$ cat config.mk
export PLATFORM = sky130hd
export DESIGN_NAME = snake_game_sequencer
export DESIGN_NICKNAME = d
export VERILOG_FILES = /design/src/rtl/snake_pkg.sv /design/src/rtl/move_tick_gen.sv /design/src/rtl/snake_game_sequencer.sv
export SDC_FILE = /design/constraint.sdc
export NUM_CORES = 1
export LEC_CHECK = 0
export BUFFER_PORTS_ARGS = -buffer_cell sky130_fd_sc_hd__buf_2
export CORE_MARGIN = 2
export CORE_UTILIZATION = 35
export CTS_CLUSTER_SIZE = 28
export DETAILED_ROUTE_END_ITERATION = 8
export SETUP_SLACK_MARGIN = 0.4
export SKIP_CTS_REPAIR_TIMING = 1
export SYNTH_ARGS = -nofsm -noshare
export SYNTH_HDL_FRONTEND = slang
export SYNTH_SLANG_ARGS = --single-unit
$ cat constraint.sdc
create_clock -name clk -period 2.38 [get_ports clk]
set_input_delay 0.476 -clock clk [delete_from_list [all_inputs] [get_ports clk]]
set_output_delay 0.476 -clock clk [all_outputs]
set_load 0.01 [all_outputs]
$ cat src/rtl/snake_pkg.sv
// Shared types and constants for the snake game controller:
// direction and FSM encodings, grid geometry, fruit growth table.
package snake_pkg;

  localparam int COORD_WIDTH  = 10;
  localparam int LENGTH_WIDTH = 6;
  localparam int GRID_W       = 64;
  localparam int GRID_H       = 48;

  typedef enum logic [1:0] {
    DIR_RIGHT = 2'd0,
    DIR_LEFT  = 2'd1,
    DIR_UP    = 2'd2,
    DIR_DOWN  = 2'd3
  } dir_e;

  typedef enum logic [2:0] {
    ST_IDLE      = 3'd0,
    ST_RUN       = 3'd1,
    ST_MOVE      = 3'd2,
    ST_CHECK     = 3'd3,
    ST_RESPAWN   = 3'd4,
    ST_PAUSE     = 3'd5,
    ST_GAME_OVER = 3'd6
  } state_e;

  // Length added per fruit type; type 3 grants a life instead.
  function automatic logic [1:0] fruit_growth(input logic [1:0] t);
    logic [1:0] g;
    case (t)
      2'd0:    g = 2'd1;
      2'd1:    g = 2'd2;
      2'd2:    g = 2'd3;
      default: g = 2'd0;
    endcase
    return g;
  endfunction

  function automatic logic fruit_life(input logic [1:0] t);
    return t == 2'd3;
  endfunction

  // Pairs share bit 1 and differ in bit 0.
  function automatic logic is_opposite(input dir_e a,
                                       input dir_e b);
    return (a[1] == b[1]) && (a[0] != b[0]);
  endfunction

endpackage

$ cat src/rtl/move_tick_gen.sv
// Move pacing divider: counts enabled cycles and flags the
// terminal count; holds while disabled, clears on request.
module move_tick_gen #(
  parameter int TICK_DIV = 4
) (
  input  logic clk,
  input  logic reset,
  input  logic en_i,
  input  logic clr_i,
  output logic tc_o
);

  localparam int CW = (TICK_DIV > 1) ? $clog2(TICK_DIV) : 1;

  logic [CW-1:0] cnt_q;
  logic [CW-1:0] cnt_d;

  assign tc_o = en_i && (cnt_q == CW'(TICK_DIV - 1));

  always_comb begin
    cnt_d = cnt_q;
    if (clr_i) begin
      cnt_d = '0;
    end else if (en_i) begin
      cnt_d = tc_o ? '0 : cnt_q + 1'b1;
    end
  end

  always_ff @(posedge clk) begin
    if (!reset) begin
      cnt_q <= '0;
    end else begin
      cnt_q <= cnt_d;
    end
  end

endmodule

$ cat src/rtl/snake_game_sequencer.sv
// Snake game controller: head position, direction, length,
// lives, move pacing, respawn and game-over sequencing.
module snake_game_sequencer
  import snake_pkg::*;
#(
  parameter int START_X        = 10,
  parameter int START_Y        = 10,
  parameter int INIT_LEN       = 3,
  parameter int INIT_LIVES     = 3,
  parameter int MAX_LIVES      = 7,
  parameter int MAX_LENGTH     = 63,
  parameter int TICK_DIV       = 4,
  parameter int RESPAWN_CYCLES = 8
) (
  input  logic                    clk,
  input  logic                    reset,
  input  logic                    start,
  input  logic                    pause,
  input  logic                    btn_up,
  input  logic                    btn_down,
  input  logic                    btn_left,
  input  logic                    btn_right,
  input  logic                    collide_in,
  input  logic                    eat_in,
  input  logic [1:0]              fruit_type_in,
  output logic [COORD_WIDTH-1:0]  head_x,
  output logic [COORD_WIDTH-1:0]  head_y,
  output logic [1:0]              dir,
  output logic [LENGTH_WIDTH-1:0] snake_length,
  output logic [2:0]              lives,
  output logic                    step,
  output logic                    game_over,
  output logic [2:0]              state_o
);

  localparam int RW = (RESPAWN_CYCLES > 1) ?
                      $clog2(RESPAWN_CYCLES) : 1;
  localparam int LW = LENGTH_WIDTH + 1;

  state_e                  state_q;
  dir_e                    dir_q;
  dir_e                    pend_q;
  dir_e                    pend_d;
  dir_e                    req_d;
  logic                    req_vld;
  logic [COORD_WIDTH-1:0]  hx_q;
  logic [COORD_WIDTH-1:0]  hy_q;
  logic [COORD_WIDTH-1:0]  hx_d;
  logic [COORD_WIDTH-1:0]  hy_d;
  logic                    bnd_q;
  logic                    bnd_d;
  logic [LENGTH_WIDTH-1:0] len_q;
  logic [LENGTH_WIDTH-1:0] len_d;
  logic [LW-1:0]           len_sum;
  logic [2:0]              lives_q;
  logic [2:0]              lives_up;
  logic                    step_q;
  logic                    go_q;
  logic [RW-1:0]           rsp_q;
  logic                    hit;
  logic                    tick_en;
  logic                    tick_clr;
  logic                    tick_tc;

  assign tick_en  = (state_q == ST_RUN) && !pause;
  assign tick_clr = (state_q != ST_RUN) &&
                    (state_q != ST_PAUSE);

  move_tick_gen #(
    .TICK_DIV (TICK_DIV)
  ) u_tick (
    .clk   (clk),
    .reset (reset),
    .en_i  (tick_en),
    .clr_i (tick_clr),
    .tc_o  (tick_tc)
  );

  // Highest-priority held button, dropped if it reverses dir.
  always_comb begin
    req_vld = 1'b1;
    req_d   = DIR_RIGHT;
    if (btn_up) begin
      req_d = DIR_UP;
    end else if (btn_down) begin
      req_d = DIR_DOWN;
    end else if (btn_left) begin
      req_d = DIR_LEFT;
    end else if (btn_right) begin
      req_d = DIR_RIGHT;
    end else begin
      req_vld = 1'b0;
    end
    pend_d = pend_q;
    if (req_vld && !is_opposite(req_d, dir_q)) begin
      pend_d = req_d;
    end
  end

  always_comb begin
    hx_d  = hx_q;
    hy_d  = hy_q;
    bnd_d = 1'b0;
    case (dir_q)
      DIR_RIGHT: begin
        if (hx_q == COORD_WIDTH'(GRID_W - 1)) bnd_d = 1'b1;
        else hx_d = hx_q + 1'b1;
      end
      DIR_LEFT: begin
        if (hx_q == '0) bnd_d = 1'b1;
        else hx_d = hx_q - 1'b1;
      end
      DIR_UP: begin
        if (hy_q == '0) bnd_d = 1'b1;
        else hy_d = hy_q - 1'b1;
      end
      default: begin
        if (hy_q == COORD_WIDTH'(GRID_H - 1)) bnd_d = 1'b1;
        else hy_d = hy_q + 1'b1;
      end
    endcase
  end

  always_comb begin
    len_sum = {1'b0, len_q} +
              {{(LW-2){1'b0}}, fruit_growth(fruit_type_in)};
    len_d   = (len_sum > LW'(MAX_LENGTH)) ?
              LENGTH_WIDTH'(MAX_LENGTH) :
              len_sum[LENGTH_WIDTH-1:0];
    lives_up = (lives_q >= 3'(MAX_LIVES)) ?
               3'(MAX_LIVES) : lives_q + 3'd1;
  end

  assign hit = bnd_q || collide_in;

  always_ff @(posedge clk) begin
    if (!reset) begin
      state_q <= ST_IDLE;
      hx_q    <= COORD_WIDTH'(START_X);
      hy_q    <= COORD_WIDTH'(START_Y);
      dir_q   <= DIR_RIGHT;
      pend_q  <= DIR_RIGHT;
      len_q   <= LENGTH_WIDTH'(INIT_LEN);
      lives_q <= 3'(INIT_LIVES);
      step_q  <= 1'b0;
      go_q    <= 1'b0;
      bnd_q   <= 1'b0;
      rsp_q   <= '0;
    end else begin
      step_q <= 1'b0;
      case (state_q)
        ST_IDLE: begin
          if (start) state_q <= ST_RUN;
        end
        ST_RUN: begin
          pend_q <= pend_d;
          if (pause) begin
            state_q <= ST_PAUSE;
          end else if (tick_tc) begin
            state_q <= ST_MOVE;
            dir_q   <= pend_d;
            step_q  <= 1'b1;
          end
        end
        ST_MOVE: begin
          hx_q    <= hx_d;
          hy_q    <= hy_d;
          bnd_q   <= bnd_d;
          state_q <= ST_CHECK;
        end
        ST_CHECK: begin
          bnd_q <= 1'b0;
          if (hit) begin
            lives_q <= lives_q - 3'd1;
            if (lives_q == 3'd1) begin
              state_q <= ST_GAME_OVER;
              go_q    <= 1'b1;
            end else begin
              state_q <= ST_RESPAWN;
              rsp_q   <= '0;
              hx_q    <= COORD_WIDTH'(START_X);
              hy_q    <= COORD_WIDTH'(START_Y);
              dir_q   <= DIR_RIGHT;
              pend_q  <= DIR_RIGHT;
              len_q   <= LENGTH_WIDTH'(INIT_LEN);
            end
          end else begin
            state_q <= ST_RUN;
            if (eat_in) begin
              len_q <= len_d;
              if (fruit_life(fruit_type_in)) lives_q <= lives_up;
            end
          end
        end
        ST_RESPAWN: begin
          if (rsp_q == RW'(RESPAWN_CYCLES - 1)) begin
            state_q <= ST_RUN;
          end else begin
            rsp_q <= rsp_q + 1'b1;
          end
        end
        ST_PAUSE: begin
          if (pause) state_q <= ST_RUN;
        end
        ST_GAME_OVER: begin
          if (start) begin
            state_q <= ST_RUN;
            go_q    <= 1'b0;
            hx_q    <= COORD_WIDTH'(START_X);
            hy_q    <= COORD_WIDTH'(START_Y);
            dir_q   <= DIR_RIGHT;
            pend_q  <= DIR_RIGHT;
            len_q   <= LENGTH_WIDTH'(INIT_LEN);
            lives_q <= 3'(INIT_LIVES);
          end
        end
        default: state_q <= ST_IDLE;
      endcase
    end
  end

  assign head_x       = hx_q;
  assign head_y       = hy_q;
  assign dir          = dir_q;
  assign snake_length = len_q;
  assign lives        = lives_q;
  assign step         = step_q;
  assign game_over    = go_q;
  assign state_o      = state_q;

endmodule

==> out/summary.json <==
{
  "die_x_extent": {"value": 101, "unit": "um"},
  "cts_max_level": {"value": 2},
  "synth.distinct_cells": {"value": 60},
  "power.clock.fraction": {"value": 29.4, "unit": "%"},
  "die_height": {"value": 101, "unit": "um"},
  "global_route.peak_usage_layer": {"value": "met2"},
  "seq_power_share": {"value": 45.3, "unit": "%"},
  "timing.fmax": {"value": 482.2, "unit": "MHz"},
  "antenna_violating_nets_post_route": {"value": 0},
  "p_sw_share": {"value": 31.29, "unit": "%"},
  "global_route.overflow_total": {"value": 0},
  "routabilityCongestion": {"value": 0.8540},
  "timing_worst_setup_path_type": {"value": "register to register"},
  "grt_start_max_net_pins": {"value": 26},
  "final.setup.tns": {"value": 0, "unit": "ns"},
  "start_point_of_the_worst_hold_path": {"value": "pend_q[0]"},
  "fp.dieArea": {"value": 10200, "unit": "sq um"},
  "first_global_vias": {"value": 3104},
  "cell_area_after_technology_mapping": {"value": 3293, "unit": "sq um"},
  "final_period_minus_worst_setup_slack": {"value": 2.074, "unit": "ns"},
  "final.hold.worst_slack": {"value": 0.4650, "unit": "ns"},
  "grt_pass1_wl": {"value": 14.53, "unit": "mm"},
  "preCtsSetupSlack": {"value": 0.07253, "unit": "ns"},
  "rr_startpoint": {"value": "dir[1]"},
  "wl_per_cell": {"value": 14.87, "unit": "um"},
  "num-nets-final": {"value": 539},
  "worst-slew-pin-transition": {"value": 0.4522, "unit": "ns"},
  "yosys_register_bits": {"value": 44},
  "ys_seq_area_share": {"value": 26.75, "unit": "%"},
  "hpwlAfterDp": {"value": 6.494, "unit": "mm"},
  "grt_setup_unrepaired": {"value": "true"},
  "run_status": {"value": "finished clean"},
  "report.final.setup_viol": {"value": 0},
  "postSynthNetCount": {"value": 463},
  "p_per_area": {"value": 387.2, "unit": "nW/um^2"},
  "drive_above_1_share": {"value": 30.86, "unit": "%"},
  "post-route-worst-setup-slack": {"value": 0.3060, "unit": "ns"},
  "floorplan.initialDensity": {"value": 35.81, "unit": "%"},
  "antennaDiodeCount": {"value": 0},
  "core-area": {"value": 9196, "unit": "sq um"},
  "cts-root-buf": {"value": "sky130_fd_sc_hd__clkbuf_8"},
  "route.final.wire_length": {"value": 9.072, "unit": "mm"},
  "clock_sinks": {"value": 44},
  "vdd.ir_drop.worst": {"value": 0.2176, "unit": "mV"},
  "route.vias.total": {"value": 3358},
  "grtUsageMet3": {"value": 2.288, "unit": "%"},
  "core.rowCount": {"value": 35},
  "power.share.combinational": {"value": 25.4, "unit": "%"},
  "cts.path.max_buffers": {"value": 2},
  "grt_use_total": {"value": 17.34, "unit": "%"},
  "dr.pass1.iters": {"value": 4},
  "critical_path.max_fanout": {"value": 8},
  "timing.slew.headroom": {"value": 69.60, "unit": "%"},
  "antenna_found_initial": {"value": 0},
  "async_flop_share": {"value": 0, "unit": "%"},
  "crit_start": {"value": "dir[1]"},
  "synthesis.area_per_instance": {"value": 7.804, "unit": "sq um"},
  "clock_tree_skew_after_final_layout": {"value": 0.01075, "unit": "ns"},
  "final_hold_viol_count": {"value": 0},
  "synth_ff_type": {"value": "sky130_fd_sc_hd__dfxtp_1"},
  "area_growth_from_synthesis_to_layout": {"value": 32.37, "unit": "%"},
  "power.total": {"value": 1688, "unit": "uW"},
  "port_buffers": {"value": 47},
  "internal_cell_power": {"value": 1160, "unit": "uW"},
  "worstSetupStartpointType": {"value": "register"},
  "ios": {"value": 48},
  "min_period_over_period": {"value": 87.14, "unit": "%"},
  "final_design_area_no_fill": {"value": 4359, "unit": "sq um"},
  "drcViolationCount": {"value": 0},
  "synth_enable_flop_cells": {"value": 0},
  "place_area": {"value": 3924, "unit": "sq um"},
  "grt.met1_usage": {"value": 23.19, "unit": "%"},
  "number_of_maximum_capacitance_constraint_violations": {"value": 0},
  "static-leakage-power": {"value": 0.001762, "unit": "uW"},
  "clkLatencyLatePin": {"value": 0.30, "unit": "ns"},
  "vias_per_cell": {"value": 5.505},
  "cp.required": {"value": 2.62, "unit": "ns"},
  "cts_buffers": {"value": 5},
  "drt_first_iter_violations": {"value": 110},
  "synthCells": {"value": 422},
  "timing.critical_path.to_type": {"value": "register"},
  "worst-endpoint-arrival": {"value": 2.31, "unit": "ns"},
  "yosysWarnings": {"value": 0},
  "power.switching": {"value": 528.2, "unit": "uW"},
  "timing.final.max_slew_violations": {"value": 0},
  "tritoncts": {"value": "built"},
  "gr-usage-met2": {"value": 29.13, "unit": "%"},
  "holdCritPathClass": {"value": "register to register"},
  "clk_transition_reported_paths": {"value": 0.10, "unit": "ns"}
}
-- layout make-up --
class	count	area, sq um
timing repair buffer	89	574.3
sequential	44	900.9
clock buffer	5	68.82
tap	111	138.9
multi-input combinational	343	2581
inverter	15	76.32
clock inverter	3	18.77
fill	903	4837
-- flip-flops by register name (all words and copies together) (netlist names) --
name          cells
pend_q            2
dir               2
game_over         1
lives             3
bnd_q             1
state_o           3
head_x           10
rsp_q             3
step              1
head_y           10
u_tick.cnt_q      2
snake_length      6
-- path summary, 6_finish.rpt --
| path | end | slack (ns) | depth (start not counted) |
|---|---|---|---|
| min | pend_q[0] | 0.46 | 2 |
| min reg2reg | pend_q[0] | 0.46 | 2 |
| max | head_x[9] | 0.31 | 9 |
| max reg2reg | head_x[9] | 0.31 | 9 |
-- per-layer routing --
metal,up-vias,routed length (um)
met5,-,0
met4,0,121
met3,12,290
met2,64,4410
met1,1584,4249
li1,1698,-
-- power by group through the flow --
stage	Sequential (uW)	Clock (uW)	Combinational, uW
floorplan	781	0	273
global placement	781	0	359
detailed placement	782	0	365
CTS	765	510	367
global route	767	544	471
finish	764	496	428
-- worst max-delay path, cell delays in order, from the launching register on --
cell and delay, ns:
sky130_fd_sc_hd__dfxtp_4 0.38, sky130_fd_sc_hd__nand2b_4 0.18, sky130_fd_sc_hd__inv_8 0.11, sky130_fd_sc_hd__ha_4 0.21, sky130_fd_sc_hd__a211oi_4 0.22, sky130_fd_sc_hd__o211ai_1 0.14, sky130_fd_sc_hd__a2111o_1 0.39, sky130_fd_sc_hd__o211ai_1 0.14
sky130_fd_sc_hd__nand4_1 0.13, sky130_fd_sc_hd__o211ai_1 0.11
-- synth_stat cells, types with 5 or more instances --
cell type | instances | area share [%]
sky130_fd_sc_hd__a211oi_1 | 5 | 1.1
sky130_fd_sc_hd__a21boi_1 | 13 | 3.0
sky130_fd_sc_hd__a21oi_1 | 22 | 3.3
sky130_fd_sc_hd__and2_1 | 6 | 1.1
sky130_fd_sc_hd__and3_1 | 6 | 1.1
sky130_fd_sc_hd__buf_2 | 5 | 0.76
sky130_fd_sc_hd__clkbuf_1 | 13 | 1.5
sky130_fd_sc_hd__dfxtp_1 | 44 | 27
sky130_fd_sc_hd__ha_1 | 26 | 9.9
sky130_fd_sc_hd__inv_1 | 14 | 1.6
sky130_fd_sc_hd__nand2_1 | 43 | 4.9
sky130_fd_sc_hd__nand2b_1 | 9 | 1.7
sky130_fd_sc_hd__nand3_1 | 26 | 4.0
sky130_fd_sc_hd__nand4_1 | 7 | 1.3
sky130_fd_sc_hd__nor2_1 | 30 | 3.4
sky130_fd_sc_hd__nor2b_1 | 16 | 3.0
sky130_fd_sc_hd__nor3_1 | 15 | 2.3
sky130_fd_sc_hd__o211ai_1 | 7 | 1.6
sky130_fd_sc_hd__o21a_1 | 5 | 1.1
sky130_fd_sc_hd__o21ai_0 | 23 | 3.5
sky130_fd_sc_hd__o22ai_1 | 5 | 0.95
sky130_fd_sc_hd__xnor2_1 | 13 | 3.5
-- cell families after synthesis --
family                     Yosys count  synth area share (%)
and+or+nand+nor                    175                 26.79
AOI/OAI and AO/OA                  120                 25.11
DFF                                 44                 26.75
buffers and inverters               35                 4.445
adders and majority gates           29                 11.70
xor gates and xnor gates            15                 3.989
muxes                                4                 1.216
-- metrics by stage --
step	util [%]	instances
6_report	47.40	610
5_1_grt	47.40	610
4_1_cts	43.62	594
3_5_place_dp	42.67	586
3_3_place_gp	42.67	586
2_1_floorplan	-	422
-- cells in the final DEF, fill, tap and decap left out, drive strengths merged, types with 3 or more instances in the layout --
| cell type | netlist | routed |
|---|---|---|
| a2111oi | 3 | 3 |
| a211oi | 6 | 6 |
| a21boi | 16 | 16 |
| a21o | 3 | 3 |
| a21oi | 22 | 22 |
| a31oi | 3 | 3 |
| and2 | 6 | 6 |
| and3 | 6 | 6 |
| buf | 6 | 89 |
| clkbuf | 14 | 5 |
| clkinv | 0 | 4 |
| dfxtp | 44 | 44 |
| fa | 3 | 3 |
| ha | 26 | 26 |
| inv | 15 | 14 |
| mux2i | 4 | 4 |
| nand2 | 43 | 43 |
| nand2b | 9 | 9 |
| nand3 | 26 | 26 |
| nand4 | 7 | 7 |
| nor2 | 30 | 30 |
| nor2b | 16 | 16 |
| nor3 | 15 | 15 |
| nor4 | 5 | 5 |
| o211ai | 7 | 7 |
| o21a | 5 | 5 |
| o21ai | 28 | 28 |
| o22ai | 5 | 5 |
| o31ai | 3 | 3 |
| or3 | 3 | 3 |
| or4 | 3 | 3 |
| xnor2 | 13 | 13 |
Note: power is estimated with default switching activity, not from simulation.
